**src/rtl/gshare_pht.sv**
```systemverilog
// Gshare pattern history table: PC XOR global history selects a 2-bit counter.
// Lookup is combinational from a flop array; training happens on the rising edge.
module gshare_pht #(
  parameter int unsigned HISTORY_WIDTH = 8,
  parameter int unsigned PC_LSB        = 2
) (
  input  logic                     clk_i,
  input  logic                     rst_i,
  input  logic [31:0]              pc_i,
  input  logic [HISTORY_WIDTH-1:0] ghr_i,
  output logic                     predict_taken_o,
  output logic [HISTORY_WIDTH-1:0] predict_idx_o,
  output logic [1:0]               predict_cnt_o,
  input  logic                     update_en_i,
  input  logic [HISTORY_WIDTH-1:0] update_idx_i,
  input  logic                     br_taken_i
);

  localparam int unsigned Depth = 2 ** HISTORY_WIDTH;

  if (PC_LSB + HISTORY_WIDTH > 32) begin : gen_width_check
    $error("gshare_pht: PC_LSB + HISTORY_WIDTH must not exceed 32");
  end

  logic [1:0]               pht_q [Depth];
  logic [1:0]               pht_d [Depth];
  logic [HISTORY_WIDTH-1:0] lookup_idx;
  logic [1:0]               upd_cur;

  // Alignment bits and bits above the hash window are intentionally ignored.
  logic unused_pc;
  assign unused_pc = ^pc_i;

  assign lookup_idx      = pc_i[PC_LSB +: HISTORY_WIDTH] ^ ghr_i;
  assign predict_idx_o   = lookup_idx;
  assign predict_cnt_o   = pht_q[lookup_idx];
  assign predict_taken_o = pht_q[lookup_idx][1];

  always_comb begin
    pht_d   = pht_q;
    upd_cur = 2'b00;
    if (update_en_i) begin
      upd_cur = pht_q[update_idx_i];
      if (br_taken_i) begin
        if (upd_cur != 2'b11) pht_d[update_idx_i] = upd_cur + 2'd1;
      end else begin
        if (upd_cur != 2'b00) pht_d[update_idx_i] = upd_cur - 2'd1;
      end
    end
  end

  // Reset seeds every entry as weak not-taken; no write-to-read bypass.
  always_ff @(posedge clk_i or posedge rst_i) begin
    if (rst_i) begin
      for (int i = 0; i < Depth; i++) pht_q[i] <= 2'b01;
    end else begin
      pht_q <= pht_d;
    end
  end

endmodule

```
**config.mk**
```make
export PLATFORM = sky130hd
export DESIGN_NAME = gshare_pht
export DESIGN_NICKNAME = d
export VERILOG_FILES = /design/src/rtl/gshare_pht.sv
export SDC_FILE = /design/constraint.sdc
export NUM_CORES = 1
export LEC_CHECK = 0
export CAP_MARGIN = 5
export CORE_UTILIZATION = 35
export CTS_CLUSTER_DIAMETER = 60
export DETAILED_ROUTE_END_ITERATION = 16
export MAX_ROUTING_LAYER = met4
export PLACE_DENSITY = 0.54
export SLEW_MARGIN = 25
export SYNTH_ARGS = -nofsm -noshare
export SYNTH_HDL_FRONTEND = slang
export SYNTH_SLANG_ARGS = --single-unit
```
**constraint.sdc**
```tcl
create_clock -name clk_i -period 47 [get_ports clk_i]
set_input_delay 11.75 -clock clk_i [delete_from_list [all_inputs] [get_ports clk_i]]
set_output_delay 11.75 -clock clk_i [all_outputs]
set_load 0.02 [all_outputs]
```
# --- After elaboration in Yosys (flattened, before gate mapping) ---
# Index checks and enable logic that the tools add are counted.
classes:
  n_addsub: 2
  order_cmp: 3
  eq_ne: 2
  muxes: 13
  n_bitwise: 3
  n_reduce_logical: 4
ops:
  columns: ["cell", "count"]
  rows:
  - ["$mux W512", 3]
  - ["$bwmux W512", 2]
  - ["$bmux W2 S8", 2]
  - ["$ge A9 B9 Y1 const B", 2]
  - ["$not A8 Y9", 2]
  - ["$demux W2 S8", 1]
  - ["$mux W2", 5]
  - ["$lt A9 B1 Y1 const B", 1]
  - ["$xor A8 B8 Y8", 1]
  - ["$reduce_bool A2 Y1", 2]
  - ["$reduce_and A3 Y1", 1]
  - ["$add A2 B1 Y2 const B", 1]
  - ["$ne A2 B1 Y1 const B", 1]
  - ["$ne A2 B2 Y1 const B", 1]
  - ["$sub A2 B1 Y2 const B", 1]
  - ["$logic_and A1 B1 Y1", 1]
totals:
  register_bits: 512
  in_bits: 52
  out_inout_bits: 11
  elab_cells: 283

# --- Depth between registers and ports, before layout ---
# Gate-level depths: netlist (run 1).
logic_depth:
  word_depth: 8
  depth_mapped: 23

# --- Least setup slack after synthesis (run 1) ---
# OpenSTA, ideal clock, no wires.
synth_path:
  path_type: "input to output"
  startpoint: "input ghr_i[5]"
  endpoint: "output predict_cnt_o[1]"
  t_arrival_ps: 14760
  required_time_ps: 35250
  path_slack_ps: 20490
  stages: 9
  n_path_buf: 1
  path_cell_list: "xnor2_1 inv_1 nor4_1 a22oi_1 and3_1 nand3_1 a211oi_1 nor4_1 buf_4"
synth_between:
  elab_chain_cells: 5
synth_lines:
  columns: ["item", "line", "text"]
  rows:
  - ["start, declared", "10", "input logic [HISTORY_WIDTH-1:0] ghr_i,"]
  - ["$xor A8 B8 Y8", "34", "assign lookup_idx = pc_i[PC_LSB +: HISTORY_WIDTH] ^ ghr_i;"]
  - ["named net predict_idx_o[5]", "12", "output logic [HISTORY_WIDTH-1:0] predict_idx_o,"]
  - ["$not A8 Y9", null, null]
  - ["$bmux W2 S8", null, null]
  - ["$mux W2 (2 in a row)", null, null]
  - ["end, declared", "13", "output logic [1:0] predict_cnt_o,"]
# The timed path passes the listed nets, and every way through them passes these cells. The select of a mux whose other input is x is not followed.

# --- Worst setup path after layout (run 1) ---
layout_path:
  startpoint: "input ghr_i[1]"
  endpoint: "output predict_taken_o"
layout_between:
  elab_chain_cells: 5
layout_lines:
  columns: ["item", "line", "text"]
  rows:
  - ["$xor A8 B8 Y8", "34", null]
  - ["$not A8 Y9 (not written as such)", "37", "assign predict_taken_o = pht_q[lookup_idx][1];"]
  - ["$bmux W2 S8", "37", null]
  - ["$mux W2 (not written as such) (2 in a row)", "37", null]
  - ["end, declared", "11", "output logic predict_taken_o,"]
# Every way passes these cells. The select of a mux whose other input is x is not followed.

==> run summary, run 1 <==
Clk_lat worst skew - 610 ps
Setup TNS - 0 ps
Routed wire length - 94.51 mm
Clk root buf - clkbuf_16
Post-DP HPWL - 58.35 mm
Compound-gate portion of the synthesized area - 5.303%
Tmin final - 28450 ps
FMAX - 35.15 MHz
Overflow after GRT - 0
CP max stage delay - 800 ps
DRC violations left - 0
Gpl congestion - 0.8955
Pin count of the biggest net entering global routing - 134
Antenna violations before repair - 1
Pre-antenna DRT Iters - 6
Die ar. - 0.08359 mm²
Critical Path Source Type - primary input
Die X - 289.1 µm
Met1 Use GR - 31.54%
Hold crit path type - register to register
Number of buffers created by CTS - 66
Reg power frac - 40.7%
CP top delay family - buffers and inverters
Placeable Area - 0.08107 mm²
CTS max path bufs - 3
Most common cell after layout, fill and taps aside - mux2_2
Switching share of power - 26.91%
Final Hold Fails - 0
Comb power frac - 13.9%
Worst Max-Slew Pin Slew - 1095 ps
Power density cells - 36.97 mW/mm²
Fin cells - 3322
FF+latch count, synth - 512
Clock skew - 24.11 ps
CP arrival - 16700 ps
Reg clk slew, reported paths - 60 ps
Fraction of layout cells with a size suffix above 1 - 48.94%
Post-cts hold buffer count - 0
CP bufs+invs - 5
Vias/cell - 6.037
Mux cell area share after synthesis - 38.87%
Most used DFF post-synth - dfstp_2
Final Util - 40.28%
Slowest CP cell - nor4_1
Reg-to-reg slack, setup - 41600 ps
Post-synthesis net count - 2276
First-pass GRT wire length - 142.0 mm
Post-layout power - 0.001207 W
Most frequent cells in the layout - mux2_2 (438), nor2_1 (320), dfstp_2 (256), dfrtp_1 (256), mux4_2 (203)
Final period util - 60.53%
Clk pwr share - 45.4%
Most frequent CP cell - clkdlybuf4s50_1
Setup crit end - predict_taken_o
Slew Limit Fails - 0
Vias after detailed routing - 20.06k
RSZ-0062 raised after global routing - false
Met2 Usage GRT - 36.30%
NetSw - 0.0003249 W
Antenna-violating nets left - 0
Initial Util - 35.59%
GRT Overall Usage - 23.80%
FF-to-FF path depth - 13
Initial drt markers - 1847
DP Cell Count - 3200
CP Capture Type - output port
WP data required - 35250 ps
Largest family of logic cells by synthesized area - multiplexers
# IOs - 63
CTS tree - yes
Asr flop ratio synth - 100.0%
Cts repair resizes - 0
Area grow syn2layout - 13.17%
Mapped Area - 0.02885 mm²
Library cells used by synthesis - 57
Routing usage on met3 - 4.433%
XOR/XNOR Fraction of Synth Area - 0.2732%
Post CTS Setup Buffer Count - 0
Status - finished clean
Post-synthesis area per instance - 12.99 µm²
Final setup fails - 0
Hold Slack - 512.3 ps
Max Cap Violations - 0
DIE HEIGHT - 289.1 µm
Nets - 2263
Crit path depth - 12
Post-synth EDFFs - 0
YS warnings - 0
CP startpoint - ghr_i[1]
Power Internal - 0.0008823 W
Post-synthesis sequential area ratio - 45.51%
Setup CP Type - primary input to output port
Clock sink count - 512
Most crowded layer after global routing - met2
Max_slew headroom - 26.93%
Max IR drop VDD - 23.54 µV
CP Cell Sequence - clkdlybuf4s50_1 -> xnor2_2 -> buf_12 -> inv_6 -> buf_4 -> mux2i_1 -> o22ai_1 -> o21ai_0 -> nand3_1 -> a211oi_1 -> nor4_1 -> clkdlybuf4s50_1
Drt wl/cell - 28.45 µm
PortBufs - 38
Htree depth - 3
RR Endpoint - pht_q[477]$_DFFE_PP0P_
Simple-gate share of the synthesized area - 6.674%
Mapped Cells - 2222
Max FO, Critical Path - 103
Lkg Pwr - 13.22 nW
Vias in the first global route - 21.08k
Synth Area in Adders - 0.08673%
Rows - 104
per-layer routing:
layer,share of wire (%),up-vias
li1,-,8326
met2,46,825
met1,42,10707
met5,0,-
met3,7.5,197
met4,3.5,0
power by group through the flow:
stage	sequential (W)	combinational (W)	clock [W]
after global routing	0.000494	0.000177	0.000578
after detailed placement	0.000497	0.000167	0
after floorplan	0.000491	0.000112	0
final	0.000491	0.000168	0.000548
after CTS	0.000491	0.000167	0.000559
after global placement	0.000496	0.000164	0
stage by stage:
step	setup WS [ps]	area, µm²
final	18550	32650
after global routing	18360	32650
after CTS	18380	32610
after detailed placement	18400	30230
after global placement	18530	30220
after floorplan	20490	28850
Yosys cell counts (3+ instances only):
master       n  share of area, %
nand3_1     27              0.47
a2111oi_0    6              0.18
buf_1        9              0.12
buf_2       40              0.69
a211oi_1     9              0.23
clkbuf_1    90               1.2
o22ai_1     66               1.4
dfstp_2    256                23
clkbuf_2     3             0.052
nand4_1      4             0.087
nand2b_1     5              0.11
or2_2        3             0.065
nor2_1     322               4.2
dfrtp_1    256                22
xnor2_1      9              0.27
inv_1        7             0.091
nand3b_1     3             0.078
o21ai_0     28              0.49
nor4_1       9              0.20
mux2_1      31               1.2
mux4_2     203                16
nor3_1       7              0.12
buf_4       11              0.29
a22o_1       3             0.091
buf_6       21              0.82
mux2_2     438                17
nor2b_1     11              0.24
mux2i_1    136               4.7
a21oi_1     69               1.2
a22oi_1     34              0.88
a211o_1      3             0.091
nand2_1     70              0.91
layout make-up:
type	count	area [µm²]
antenna	2	5.005
clock buffer	95	2007
clock inverter	24	365.4
fill	7527	48410
inverter	11	53.80
multi-input combinational	1525	14940
sequential	512	13130
tap	1060	1326
timing repair buffer	93	824.5
logic make-up (layout without fill, tap and decap cells):
kind of cell / count (synthesis) / in the layout
multiplexers: 808 / 808
flip-flops: 512 / 512
AND/OR/NAND/NOR: 469 / 469
AO/OA/AOI/OAI: 237 / 237
buffers and inverters: 185 / 223
XOR/XNOR: 9 / 9
adder cells (fa/ha/maj): 2 / 2
other: 0 / 2
worst min-delay path by stage:
stage	slack [ps]	startpoint	end	cells past startpoint
floorplan	490	register	register	2
global placement	500	register	register	2
detailed placement	500	register	register	2
CTS	510	register	register	2
global route	520	register	register	2
finish	510	register	register	2
worst register-to-register path: stages, from the launching register on:
cell     delay (ps)
dfstp_2         370
mux4_2          470
mux2i_1         370
o22ai_1         180
a21oi_1         180
nand3_2         420
a21oi_4         300
buf_4           690
o22a_1          270
ha_1            260
xnor2_2         170
buf_4           460
buf_4           810
mux2_2          380
No activity file was read; power rests on OpenSTA's default activity.
==> inputs of run 2 (changes only) <==
Settings changed: PLACE_DENSITY 0.54 to 0.56.
Clock period 47 ns to 24 ns, I/O delays scaled along.
==> run 2 against run 1 <==
Compared with the run above: worst hold slack lost 2.3 ps; non-clock buffer count up 1; global-route usage decreased by 0.87 points; critical path type unchanged; clock power increased by 79%; sequential share of layout area is 0.34 points higher; critical path depth unchanged; setup slack got worse by 12000 ps; utilization down 0.34 points.
==> run summary, run 2 (same netlist as run 1, synthesis figures left out) <==
CTS max path bufs - 3
Reg clk slew, reported paths - 60 ps
Final period util - 70.93%
CP bufs+invs - 6
DRC violations left - 0
Routed wire length - 91.82 mm
Overflow after GRT - 0
Final Hold Fails - 0
Hold crit path type - register to register
Most frequent cells in the layout - mux2_2 (438), nor2_1 (321), dfstp_2 (256), dfrtp_1 (256), mux4_2 (203)
Antenna-violating nets left - 0
Gpl congestion - 0.9299
Clk_lat worst skew - 640 ps
Number of buffers created by CTS - 60
Slowest CP cell - buf_4
Setup CP Type - primary input to output port
Max IR drop VDD - 51.94 µV
Initial Util - 35.59%
Clock sink count - 512
# IOs - 63
Worst setup margin - 6976 ps
DIE HEIGHT - 289.1 µm
GRT Overall Usage - 22.93%
CP Cell Sequence - clkdlybuf4s50_1 -> xnor2_2 -> buf_12 -> inv_6 -> buf_4 -> mux4_2 -> a2111oi_0 -> o211ai_1 -> a211oi_1 -> nor4_1 -> buf_4 -> clkdlybuf4s50_1
Most common cell after layout, fill and taps aside - mux2_2
Multi-input gate area - 0.01492 mm²
First-pass GRT wire length - 138.5 mm
Cts repair resizes - 0
Setup TNS - 0 ps
CTS tree - yes
Tmin final - 17020 ps
Max Cap Violations - 0
Fraction of layout cells with a size suffix above 1 - 48.03%
Pin count of the biggest net entering global routing - 169
Die ar. - 0.08359 mm²
CP Capture Type - output port
Antenna violations before repair - 2
FF/Latch Area - 0.01313 mm²
WP data required - 18000 ps
Die X - 289.1 µm
FMAX - 58.74 MHz
Clock skew - 19.32 ps
Htree depth - 2
Vias in the first global route - 20.70k
Drt wl/cell - 27.67 µm
Slew Limit Fails - 0
Final setup fails - 0
Worst Max-Slew Pin Slew - 1097 ps
Pre-antenna DRT Iters - 5
Hold Slack - 510.0 ps
CP arrival - 11020 ps
Status - finished clean
CP max stage delay - 810 ps
Power density cells - 70.02 mW/mm²
Lkg Pwr - 13.08 nW
Post-layout power - 0.002267 W
Max_slew headroom - 26.69%
Nets - 2258
DP Worst Slack - 7030 ps
Post CTS Setup Buffer Count - 0
CP top delay family - buffers and inverters
Clk root buf - clkbuf_16
Rows - 104
Placeable Area - 0.08107 mm²
Area grow syn2layout - 12.22%
Initial drt markers - 1631
Critical Path Source Type - primary input
Filler instances - 7550
RSZ-0062 raised after global routing - false
PortBufs - 38
Vias/cell - 5.997
Max FO, Critical Path - 103
Post-cts hold buffer count - 0
Vias after detailed routing - 19.90k
Post-DP HPWL - 60.01 mm
[run 2: cell count changes in the layout (fill, tap and decap cells not counted), moves of 4 or more]
| cell | change |
|---|---|
| clkbuf_16 | -10 |
| clkbuf_1 | +6 |
| nand3_1 | +5 |
| nand3_2 | -5 |
| nand2_1 | +4 |
| nand2_2 | -4 |
[run 2: routing by layer]
metal / share of wire [%] / global-route usage (%) / vias to the layer above
li1: - / - / 8341
met1: 43 / 30.22 / 10588
met2: 47 / 35.45 / 796
met3: 7.1 / 4.811 / 173
met4: 3.1 / 6.921 / 0
met5: 0 / - / -
[run 2: worst paths after layout]
check | from | to | slack (ps) | cells past startpoint
setup / recovery | ghr_i[1] | predict_cnt_o[1] | 6980 | 12
min in group asynchronous | rst_i | pht_q[67]$_DFFE_PP0P_ | 5980 | 2
hold / removal | register | register | 510 | 2
setup reg to reg | register | pht_q[385]$_DFFE_PP0P_ | 18620 | 15
max in group asynchronous | rst_i | pht_q[413]$_DFFE_PP0P_ | 14980 | 5
hold reg to reg | register | register | 510 | 2
[run 2: cell type report]
class / instances / area share [%]
clock buffers: 91 / 5.495
multi-input cells: 1525 / 46.08
repair buffers: 94 / 2.558
clock inverters: 22 / 1.028
well taps: 1060 / 4.096
diodes: 3 / 0.02318
inverters: 11 / 0.1662
flip-flops and latches: 512 / 40.56
[run 2: through the flow]
| step | instances | util (%) | cell area [µm²] |
|---|---|---|---|
| 2_1_floorplan | 2222 | - | 28850 |
| 3_3_place_gp | 3202 | 37.30 | 30240 |
| 3_5_place_dp | 3202 | 37.32 | 30250 |
| 4_1_cts | 3315 | 39.92 | 32360 |
| 5_1_grt | 3317 | 39.94 | 32380 |
| 6_report | 3318 | 39.94 | 32380 |
[run 2: where the power goes]
group | leakage, nW | total, W | switching [W] | internal, W
clock | 1.04 | 0.000979 | 0.000383 | 0.000596
combinational | 5.85 | 0.000326 | 0.000203 | 0.000123
sequential | 6.19 | 0.000962 | 0.0000356 | 0.000927
total | 13.1 | 0.00227 | 0.000621 | 0.00165
[run 2: worst reg2reg max path, delay by kind of cell, from the launching register on]
kind,cells,cell delay [ps]
compound gates,4,1040
fa+ha+maj,1,200
buf+inv,1,480
flops,1,370
mux,3,960
simple gates,6,2220
==> inputs of run 3 (changes only) <==
Settings changed: PLACE_DENSITY 0.56 to 0.54.
Clock period 24 ns to 16 ns, I/O delays scaled along.
==> run 3 against run 2 <==
Compared with the run above: clock skew up 2.0 ps; global-route usage up 0.67 points; worst hold slack better by 2.6 ps; setup slack worse by 3800 ps; sequential share of layout area up 0.050 points; wire length up 3.1%; via count up 0.43%; critical path depth down 2; first-iteration DRC count up 16%; register-to-register slack worse by 8200 ps; largest cell class unchanged; largest power group is now sequential cells.
==> run summary, run 3 (same netlist as run 1, synthesis figures left out) <==
Antenna-violating nets left - 0
CTS max path bufs - 3
Clock sink count - 512
PortBufs - 38
Vias after detailed routing - 19.98k
Clock skew - 21.36 ps
Rows - 104
Critical Path Source Type - primary input
DRC violations left - 0
Final Util - 39.89%
Fraction of layout cells with a size suffix above 1 - 48.62%
Number of buffers created by CTS - 60
Overflow after GRT - 0
Slowest CP cell - nor4_4
Die X - 289.1 µm
Cts repair resizes - 0
Drt wl/cell - 28.54 µm
Hold depth - 2
Htree depth - 2
Final period util - 80.27%
Placed Area - 0.03026 mm²
Area grow syn2layout - 12.08%
Tmin final - 12840 ps
Most common cell after layout, fill and taps aside - mux2_2
WP data required - 12000 ps
Initial drt markers - 1898
Final Hold Fails - 0
Max_slew headroom - 27.91%
CP Capture Type - output port
Clk root buf - clkbuf_16
FF/Latch Area - 0.01313 mm²
Status - finished clean
CP bufs+invs - 3
Most frequent CP cell - clkdlybuf4s50_1
CP arrival - 8840 ps
Most frequent cells in the layout - mux2_2 (438), nor2_1 (320), dfstp_2 (256), dfrtp_1 (256), mux4_2 (203)
Slew Limit Fails - 0
CTS tree - yes
Hold crit path type - register to register
Post CTS Setup Buffer Count - 0
Hold Slack - 512.6 ps
Worst Max-Slew Pin Slew - 1073 ps
RR Endpoint - pht_q[199]$_DFFE_PP0P_
DIE HEIGHT - 289.1 µm
Nets - 2258
Gpl congestion - 0.9105
Power density cells - 104.2 mW/mm²
Final Cell Area - 0.03234 mm²
CP Cell Sequence - clkdlybuf4s50_1 -> xnor2_1 -> inv_1 -> nor4_4 -> a21oi_1 -> and4_1 -> o21ai_0 -> o22ai_1 -> a211oi_1 -> clkdlybuf4s50_1
Clk_lat worst skew - 650 ps
Reg clk slew, reported paths - 60 ps
FF-to-FF path depth - 12
Max Cap Violations - 0
Vias/cell - 6.025
GRT Overall Usage - 23.60%
CP top delay family - buffers and inverters
Final setup fails - 0
Vias in the first global route - 20.71k
First-pass GRT wire length - 141.0 mm
Post-DP HPWL - 59.17 mm
Reg-to-reg slack, setup - 10470 ps
Placeable Area - 0.08107 mm²
Setup CP Type - primary input to output port
Pre-antenna DRT Iters - 6
FMAX - 77.86 MHz
Initial Util - 35.59%
Filler instances - 7508
Multi-input gate area - 0.01494 mm²
Lkg Pwr - 13.06 nW
Setup TNS - 0 ps
RSZ-0062 raised after global routing - false
Fin cells - 3317
Max FO, Critical Path - 8
Crit path depth - 10
# IOs - 63
Post-cts hold buffer count - 0
Antenna violations before repair - 5
Die ar. - 0.08359 mm²
CP max stage delay - 1010 ps
Max IR drop VDD - 76.12 µV
Pin count of the biggest net entering global routing - 170
DP Cell Count - 3202
Routed wire length - 94.68 mm
==> run 3: changes by cell type in the layout (fill, tap and decap cells not counted), moves of 3 or more <==
cell / before / now
nand3_2: 4 / 9
nand2_2: 0 / 4
clkinv_2: 8 / 12
nand3_1: 24 / 19
clkinvlp_4: 0 / 3
clkbuf_1: 16 / 13
nand2_1: 70 / 66
==> run 3: through the flow <==
step / setup WS (ps) / total power [W]
global route: 2957 / 0.003481
detailed placement: 3224 / 0.001950
finish: 3156 / 0.003371
CTS: 3210 / 0.003399
global placement: 3127 / 0.001937
floorplan: 4990 / 0.001771
==> run 3: report_power, final <==
group | switching, W | internal (W)
logic | 0.000308 | 0.000183
registers | 0.0000536 | 0.00139
clock network | 0.000579 | 0.000858
total | 0.000940 | 0.00243
==> run 3: worst reg2reg max path: stages (launching register included) <==
cell and delay (ps):
dfstp_2 380, mux4_2 480, a22o_1 240, a221oi_1 540, o211ai_4 360, a21oi_4 290, buf_4 750, o22a_1 280
ha_1 250, xnor2_2 190, buf_4 570, buf_4 770, mux2_2 360
==> run 3: cell type report <==
| type | instances | share of cell area, % |
|---|---|---|
| clock inverters | 24 | 0.8976 |
| multi-input cells | 1525 | 46.20 |
| flip-flops and latches | 512 | 40.61 |
| inverters | 11 | 0.1548 |
| clock buffers | 88 | 5.467 |
| well taps | 1060 | 4.101 |
| repair buffers | 94 | 2.550 |
| diodes | 3 | 0.02321 |
==> run 3: how the worst max path moves through the flow <==
stage	from	to	slack, ps
2_1_floorplan	ghr_i[5]	predict_cnt_o[1]	4990
3_3_place_gp	ghr_i[1]	predict_cnt_o[1]	3130
6_report	ghr_i[4]	predict_cnt_o[0]	3160
3_5_place_dp	ghr_i[5]	predict_taken_o	3220
4_1_cts	ghr_i[5]	predict_taken_o	3210
5_1_grt	ghr_i[1]	predict_cnt_o[1]	2960
==> run 3: metal layers <==
layer / part of all wire, % / global-route usage, % / vias to the layer above / wire length [µm]
met5: 0 / - / - / 0
met3: 7.5 / 4.480 / 161 / 7107
met2: 47 / 36.33 / 831 / 44270
met1: 42 / 31.10 / 10678 / 40070
met4: 3.4 / 8.224 / 0 / 3234
li1: - / - / 8314 / -
